$ cat src/rtl/led_activity.sv
// led_activity: event pulses to LED activity with shared blink phase; LED_ACTIVITY_DIM_EN adds global PWM dimming
module led_activity #(
  parameter int LEDS             = 4,
  parameter int HALF_PERIOD      = 2083333,
  parameter int TEST_HALF_PERIOD = 8,
  parameter int STRETCH          = 1
) (
  input  logic              clk,
  input  logic              rst_n,
  input  logic [LEDS-1:0]   triggers,
  input  logic [2*LEDS-1:0] mode,
  input  logic              test_mode,
`ifdef LED_ACTIVITY_DIM_EN
  input  logic [3:0]        dim,
`endif
  output logic              active,
  output logic [LEDS-1:0]   out
);
  localparam int MAXP = HALF_PERIOD > TEST_HALF_PERIOD ? HALF_PERIOD : TEST_HALF_PERIOD;
  localparam int TW   = MAXP > 1 ? $clog2(MAXP) : 1;
  logic [TW-1:0] timer, timer_n;
  logic [LEDS-1:0] pending, pending_n, blink, out_n, lit;
  logic [LEDS-1:0][3:0] cnt, cnt_n;
  logic tick, rise, active_n;
`ifdef LED_ACTIVITY_DIM_EN
  logic [3:0] pwm, pwm_n;
`endif
  // phase timer, pending capture, stretch counting and mode selection from next-state values
  always_comb begin
    tick     = timer == '0;
    rise     = tick & ~active;
    active_n = active ^ tick;
    timer_n  = tick ? (test_mode ? TW'(TEST_HALF_PERIOD - 1) : TW'(HALF_PERIOD - 1)) : timer - TW'(1);
    for (int i = 0; i < LEDS; i++) begin
      pending_n[i] = rise ? triggers[i] : pending[i] | triggers[i];
      cnt_n[i]     = !rise ? cnt[i] : pending[i] ? 4'(STRETCH) : cnt[i] - 4'(cnt[i] != 4'd0);
      blink[i]     = active_n & (cnt_n[i] != 4'd0);
      lit[i]       = mode[2*i+1] ? mode[2*i] ^ blink[i] : mode[2*i];
    end
`ifdef LED_ACTIVITY_DIM_EN
    pwm_n = pwm + 4'd1;
    out_n = lit & {LEDS{pwm_n <= dim}};
`else
    out_n = lit;
`endif
  end
  // state registers, cleared asynchronously
  always_ff @(posedge clk or negedge rst_n) begin
    if (!rst_n) begin
      active  <= 1'b0;
      out     <= '0;
      pending <= '0;
      cnt     <= '0;
      timer   <= TW'(TEST_HALF_PERIOD - 1);
    end else begin
      active  <= active_n;
      out     <= out_n;
      pending <= pending_n;
      cnt     <= cnt_n;
      timer   <= timer_n;
    end
  end
`ifdef LED_ACTIVITY_DIM_EN
  // free-running brightness PWM counter
  always_ff @(posedge clk or negedge rst_n) begin
    if (!rst_n) pwm <= 4'd0;
    else        pwm <= pwm_n;
  end
`endif
endmodule

$ cat config.mk
export PLATFORM = sky130hd
export DESIGN_NAME = led_activity
export DESIGN_NICKNAME = d
export VERILOG_FILES = /design/src/rtl/led_activity.sv
export SDC_FILE = /design/constraint.sdc
export NUM_CORES = 1
export LEC_CHECK = 0
export CELL_PAD_IN_SITES_DETAIL_PLACEMENT = 0
export CELL_PAD_IN_SITES_GLOBAL_PLACEMENT = 1
export CORE_MARGIN = 2
export CORE_UTILIZATION = 35
export CTS_CLUSTER_SIZE = 10
export DETAILED_ROUTE_END_ITERATION = 8
export PLACE_DENSITY = 0.59
export SLEW_MARGIN = 25
export SYNTH_ARGS = -nofsm -noshare
export SYNTH_HDL_FRONTEND = slang
export SYNTH_SLANG_ARGS = --single-unit
$ cat constraint.sdc
create_clock -name clk -period 3.9 [get_ports clk]
set_input_delay 0.585 -clock clk [delete_from_list [all_inputs] [get_ports clk]]
set_output_delay 0.585 -clock clk [all_outputs]
set_load 0.05 [all_outputs]
# Word-level counts from Yosys, hierarchy flattened
# Index checks and enable logic that the tools add are counted.
# op_classes
n_reduce_logical	9
mux	18
addsub	5
n_bitwise	15
# op_table
operator	n
21-bit two-way mux	2
4-bit two-way mux	8
4-bit nonzero test	8
21-bit zero test	1
21-bit by 1-bit subtractor with 21-bit output (second input constant)	1
4-bit by 1-bit subtractor with 4-bit output	4
1-bit two-way mux	8
1-bit AND	5
1-bit bitwise XOR	5
1-bit bitwise OR	4
1-bit NOT	1
# totals
ff_bits	46
output_inout_bits	5

# Depth between registers and ports, before layout
# Gate-level depths: netlist (run 1).
# depth
depth_word	8
mapped_depth	13
depth_no_buf	11

# Worst setup path before layout (run 1)
# Ideal clock, no wire load.
# synth_timing
path_kind	flip-flop to flip-flop
from	register timer[0]
to	register out[0]
setup_slack_ns	1.067
arrival_time_ns	2.753
synth_period_minus_slack_ns	2.833
path_buffers	2
path_stages_with_launch	13
setup_time_ns	0.080
path_cell_list	dfstp_2 -> inv_1 -> ha_1 -> nor2b_1 -> nand4_4 -> nor4_4 -> buf_6 -> ha_1 -> buf_4 -> clkinv_4 -> a221o_1 -> o41ai_2 -> xnor2_1
# synth_lines
element	line_no	rtl
start, declared	21	logic [TW-1:0] timer, timer_n;
start signal, assigned	54	timer <= TW'(TEST_HALF_PERIOD - 1);
start signal, assigned	60	timer <= timer_n;
end signal, assigned	57	out <= out_n;
end, declared	17	output logic [LEDS-1:0] out

==> results of run 1 <==
where the power goes:
| part | internal, uW | switching, uW | total [uW] |
|---|---|---|---|
| combinational | 17.4 | 20.6 | 38.0 |
| sequential | 479 | 0.541 | 479 |
| clock | 143 | 160 | 303 |
layout make-up:
type	count	area share (%)
Multi-Input combinational cell	159	41.2
Timing Repair Buffer	22	7.52
Sequential cell	46	41.8
Clock inverter	1	0.181
Inverter	17	2.49
Tap cell	80	3.63
Clock buffer	7	3.13
Yosys cell counts (2+ instances only):
cell type and n:
a32oi_1 2, nor3_1 14, o21ai_0 8, a22o_1 2
xnor2_1 10, dfstp_2 3, nor3b_1 6, o21a_1 4
ha_1 10, inv_1 16, nand2_1 8, o311ai_0 2
nor2b_1 9, a31oi_1 3, buf_2 3, or4_1 3
xor2_1 10, o2bb2ai_1 2, nor3_4 3, nor2_1 26
dfrtp_1 43, a21oi_1 5, mux2i_1 3, a21o_1 4
or3_1 6, nand4_1 2
state kept, by name (all words and copies together), names as in the netlist:
register,count
timer,21
cnt,16
out,4
pending,4
active,1
worst register-to-register path: cells and delay by family (launching register included):
| kind | cells | cell delay, ps |
|---|---|---|
| AO/OA/AOI/OAI | 3 | 680 |
| XOR/XNOR | 1 | 150 |
| adder cells (fa/ha/maj) | 2 | 470 |
| buffers and inverters | 2 | 340 |
| flip-flops | 1 | 390 |
| AND/OR/NAND/NOR | 3 | 690 |
metal layers:
layer,share of wire (%),up-vias,wire [um]
met3,2.8,8,125
met2,47,22,2110
met1,48,772,2170
met4,1.8,0,79
met5,0,-,0
li1,-,846,-
final timing paths:
path | from | slack [ps] | end | depth (start not counted)
worst max-delay path | timer[0] | 1110 | out[0] | 11
max in group asynchronous | rst_n | 3140 | cnt[3] | 2
min in group clk | cnt[11] | 560 | cnt[11] | 1
worst min-delay path | rst_n | 370 | timer[10] | 2
worst max register to register | timer[0] | 1110 | out[0] | 11
worst min register to register | cnt[11] | 560 | cnt[11] | 1
through the flow:
step	hold WS, ps	setup WS, ps	std cells
after floorplan	289	1070	228
after global placement	541	1170	324
after detailed placement	550	1090	324
after CTS	393	1080	332
after global routing	427	875	332
final	373	1110	332
cells by family after synthesis:
| family | count (synthesis) | share of synthesized area, % |
|---|---|---|
| compound gates | 39 | 11.7 |
| fa+ha+maj | 10 | 5.21 |
| flops | 46 | 48.1 |
| buf+inv | 23 | 4.48 |
| xor+xnor | 20 | 7.30 |
| simple gates | 86 | 21.5 |
| mux | 4 | 1.72 |
==> results.toml, run 1 <==
[grt]
grt_pass1_vias = 1761
antenna_found_initial = 0
grt_pass1_wl_um = 8190
grt_use_met3_pct = 3.43
use_met1_pct = 17.9
grt.overflow.total = 0
use_met2_pct = 23.2
top_usage_layer = "met2"
track_usage_pct = 14.1
grt_max_degree = 47

[pwr]
power_leakage_uw = 0.00114
totalPowerFinal_uw = 820
powerDensity_nw_per_um2 = 297
vdd_drop_max_mv = 0.167

[cts]
cts_tree = "yes"
htreeDepth = 2
worstSkewPairLatency_ps = 300
cts-root-buf = "clkbuf_8"
cts.hold.buffers_added = 0
cts.sink_count = 46
cts_max_path_buffers = 2
clk_pin_slew_ps = 90
ctsResizeCount = 0
cts_buffers = 5
postCtsSetupBuffers = 0

[worst_setup_path]
critPathArrivalTime_ps = 3010
path_buf_inv = 2
start_kind = "register"
path_common_cell = "ha_1"
end_kind = "register"
cp_slowest_cell = "dfstp_2"
path_max_fanout = 26
cp_data_required_time_ps = 4130
critPathTopFamily = "simple AND/OR/NAND/NOR gates"
cpPeakStageDelay_ps = 390
crit_type = "register to register"
crit_chain = "inv_1 -> ha_1 -> nor2b_1 -> nand4_4 -> nor4_4 -> ha_1 -> buf_4 -> o21ai_0 -> a22o_1 -> o41ai_2 -> xnor2_1"

[placement]
gp_congestion = 0.741
dpl.hpwl_um = 3080
io_buffers = 19
placed_cell_area_um2 = 2670

[finish]
finish.net_count = 276
multi_input_area_um2 = 1140
mostFrequentLayoutCell = "dfrtp_1"
design_area_um2 = 2760
final_layout_size_suffix_gt1_share_pct = 9.92
seq_area_um2 = 1150
diodes = 0
final_cell_mix = "43 x dfrtp_1, 26 x nor2_1, 18 x clkdlybuf4s50_1"
area_growth_pct = 15.0
fin_util_pct = 41.1
fillCellCount = 664

[timing]
final-setup-viol-count = 0
period_share_pct = 71.4
rsz0062_at_grt = "false"
fmax_ghz = 0.359
relSlewSlack_pct = 60.7
tns_ps = 0
tightest_slew_ps = 590
hold_viol = 0
skew_ps = 7.94
slew_viol_final = 0
finalCriticalPeriod_ps = 2790

[status]
outcome = "completed"

[min_path]
hp-class = "input port to async pin"

[routing]
drc = 0
num_vias = 1648
drtIter0Drc = 29
final_antenna_net_count = 0
via_per_inst = 4.96
dr.pass1.iters = 4
wl_per_cell_um = 13.5
wl_um = 4480

[yosys]
ys_seq_area_share_pct = 48.1
synth_area_um2 = 2400
yosysUniqueCellTypes = 47
synth_top_area_cell = "dfrtp_1"
synth.net_count = 253
ys.flop_type = "dfrtp_1"
yosys.area.top_type_share_pct = 44.8
synth_cells = 228
synth_area_leaders = "dfrtp_1 45%, ha_1 5.2%, nor2_1 4.1%, xnor2_1 3.6%, xor2_1 3.6%"
yosys_register_bits = 46
synth_warnings = 0
async_reset_ff_share_pct = 100
syn-mean-instance-area_um2 = 10.5
synth_edf_count = 0

[die]
design.die.area_um2 = 7540
die_h_um = 86.8
pin_count = 20
initial_core_util_pct = 35.7
row_count = 30
coreArea_um2 = 6720
die_w_um = 86.8

[flow_run]
max_cap_violations = 0
Note: power is estimated with default switching activity, not from simulation.
==> run 2: changes to the inputs <==
clock period = 2.7 ns   (was 3.9 ns; I/O delays follow)
==> results.toml, run 2 (same netlist as run 1, synthesis figures left out) <==
[timing]
finalCriticalPeriod_ps = 2480
tightest_slew_ps = 616
slew_viol_final = 0
fmax_ghz = 0.403
rsz0062_at_grt = "false"
final-setup-viol-count = 0
relSlewSlack_pct = 58.9
hold_viol = 0
period_share_pct = 91.9
skew_ps = 10.3

[worst_setup_path]
rrSetupSlack_ps = 220
r2r-end = "out[1]"
crit_chain = "inv_2 -> ha_4 -> nor2b_4 -> nand4_4 -> nor4_4 -> ha_4 -> buf_4 -> buf_4 -> a32oi_1 -> o21ai_0 -> o311ai_1 -> xnor2_1"
timing.rr.start = "timer[0]"
path_max_fanout = 9
cp_slowest_cell = "dfstp_2"
cp_data_required_time_ps = 2920
cpPeakStageDelay_ps = 580
start_kind = "register"
r2r_cells = 12
critPathArrivalTime_ps = 2710
end_kind = "register"
critPathLaunch = "timer[0]"
crit_type = "register to register"

[routing]
num_vias = 1684
final_antenna_net_count = 0
dr.pass1.iters = 4
wl_per_cell_um = 13.6
wl_um = 4620
via_per_inst = 4.95
drc = 0
drtIter0Drc = 55

[grt]
grt.overflow.total = 0
grt_pass1_vias = 1684
grt_pass1_wl_um = 8020
track_usage_pct = 13.8
antenna_found_initial = 0
grt_max_degree = 27

[pwr]
power_leakage_uw = 0.00122
totalPowerFinal_uw = 1380
vdd_drop_max_mv = 0.235
powerDensity_nw_per_um2 = 474

[finish]
final_layout_size_suffix_gt1_share_pct = 15.0
largest_reg_flops = 21
mostFrequentLayoutCell = "dfrtp_1"
design_area_um2 = 2900
fillCellCount = 646
area_growth_pct = 21.0
reg_top3 = "timer x21, cnt x16"
diodes = 0
finish.net_count = 284
top_register = "timer"
final_cell_mix = "43 x dfrtp_1, 26 x nor2_1, 18 x clkdlybuf4s50_1"

[placement]
gp_congestion = 0.753
io_buffers = 19
dpl.hpwl_um = 3380
placed_cell_area_um2 = 2750

[cts]
cts_buffers = 5
worstSkewPairLatency_ps = 300
cts_tree = "yes"
cts.sink_count = 46
cts-root-buf = "clkbuf_8"
cts_max_path_buffers = 2
htreeDepth = 2
clk_pin_slew_ps = 90

[flow_run]
max_cap_violations = 0

[die]
initial_core_util_pct = 35.7
coreArea_um2 = 6720
design.die.area_um2 = 7540
pin_count = 20
die_w_um = 86.8
die_h_um = 86.8
row_count = 30

[min_path]
hp-class = "input port to async pin"

[status]
outcome = "completed"
run 2: cell count changes in the layout (fill, tap and decap cells not counted), sizes merged:
cell | before | now
buf | 4 | 12
bufinv | 0 | 2
clkbuf | 7 | 6
clkinv | 2 | 1
run 2: critical path, delay by kind of cell (launching register included):
kind	cells	cell delay, ps
and+or+nand+nor	3	280
buffers and inverters	3	380
xor gates and xnor gates	1	160
DFF	1	580
AOI/OAI and AO/OA	3	660
adders and majority gates	2	350
run 2: worst max-delay path by stage:
stage / endpoint / cells past startpoint
after detailed placement: out[2] / 10
final: out[1] / 12
after floorplan: out[0] / 11
after CTS: out[2] / 10
after global routing: out[1] / 12
after global placement: out[2] / 10
run 2: per-stage QoR:
stage          util [%]  std cells  setup TNS (ps)  hold WS, ps  setup WS (ps)
6_report           43.2        340               0          111            218
5_1_grt            43.2        340               0          138           54.2
4_1_cts            43.0        338               0          125           76.3
3_5_place_dp       40.9        330               0          460           99.5
3_3_place_gp       40.9        330               0          458            111
2_1_floorplan         -        228           -46.5          109          -46.5
run 2: power breakdown:
| part | switching [uW] | total [uW] | internal [uW] | leakage, uW |
|---|---|---|---|---|
| Clock | 233 | 628 | 395 | 0.0000714 |
| Combinational | 30.8 | 56.9 | 26.1 | 0.000591 |
| Sequential | 0.912 | 692 | 691 | 0.000555 |
run 2: area by class of cell:
class / instances / area, um2 / area share, %
clock inverter: 2 / 60.1 / 2.07
multi-input combinational: 159 / 1170 / 40.3
sequential: 46 / 1150 / 39.8
timing repair buffer: 30 / 268 / 9.22
tap: 80 / 100 / 3.45
clock buffer: 6 / 82.6 / 2.84
inverter: 17 / 68.8 / 2.37
run 2: timing repair:
item                                    in CTS  in global routing
endpoints found under the hold margin        0                  0
hold buffers                                 0                  0
gates resized for setup                      0                  2
buffers inserted                             0                  2
endpoints found under the setup margin       0                  4
run 2: per-layer routing:
metal / share of wire (%) / GRT usage, % / vias up
li1: - / - / 866
met1: 50 / 19.2 / 798
met2: 46 / 21.2 / 16
met3: 2.6 / 3.14 / 4
met4: 0.91 / 4.69 / 0
met5: 0 / 0 / -
==> run 3: changes to the inputs <==
SKIP_LAST_GASP = 1   (was unset)
==> results of run 3 <==
The final DEF is identical to that of run 2; final timing and power are the same.
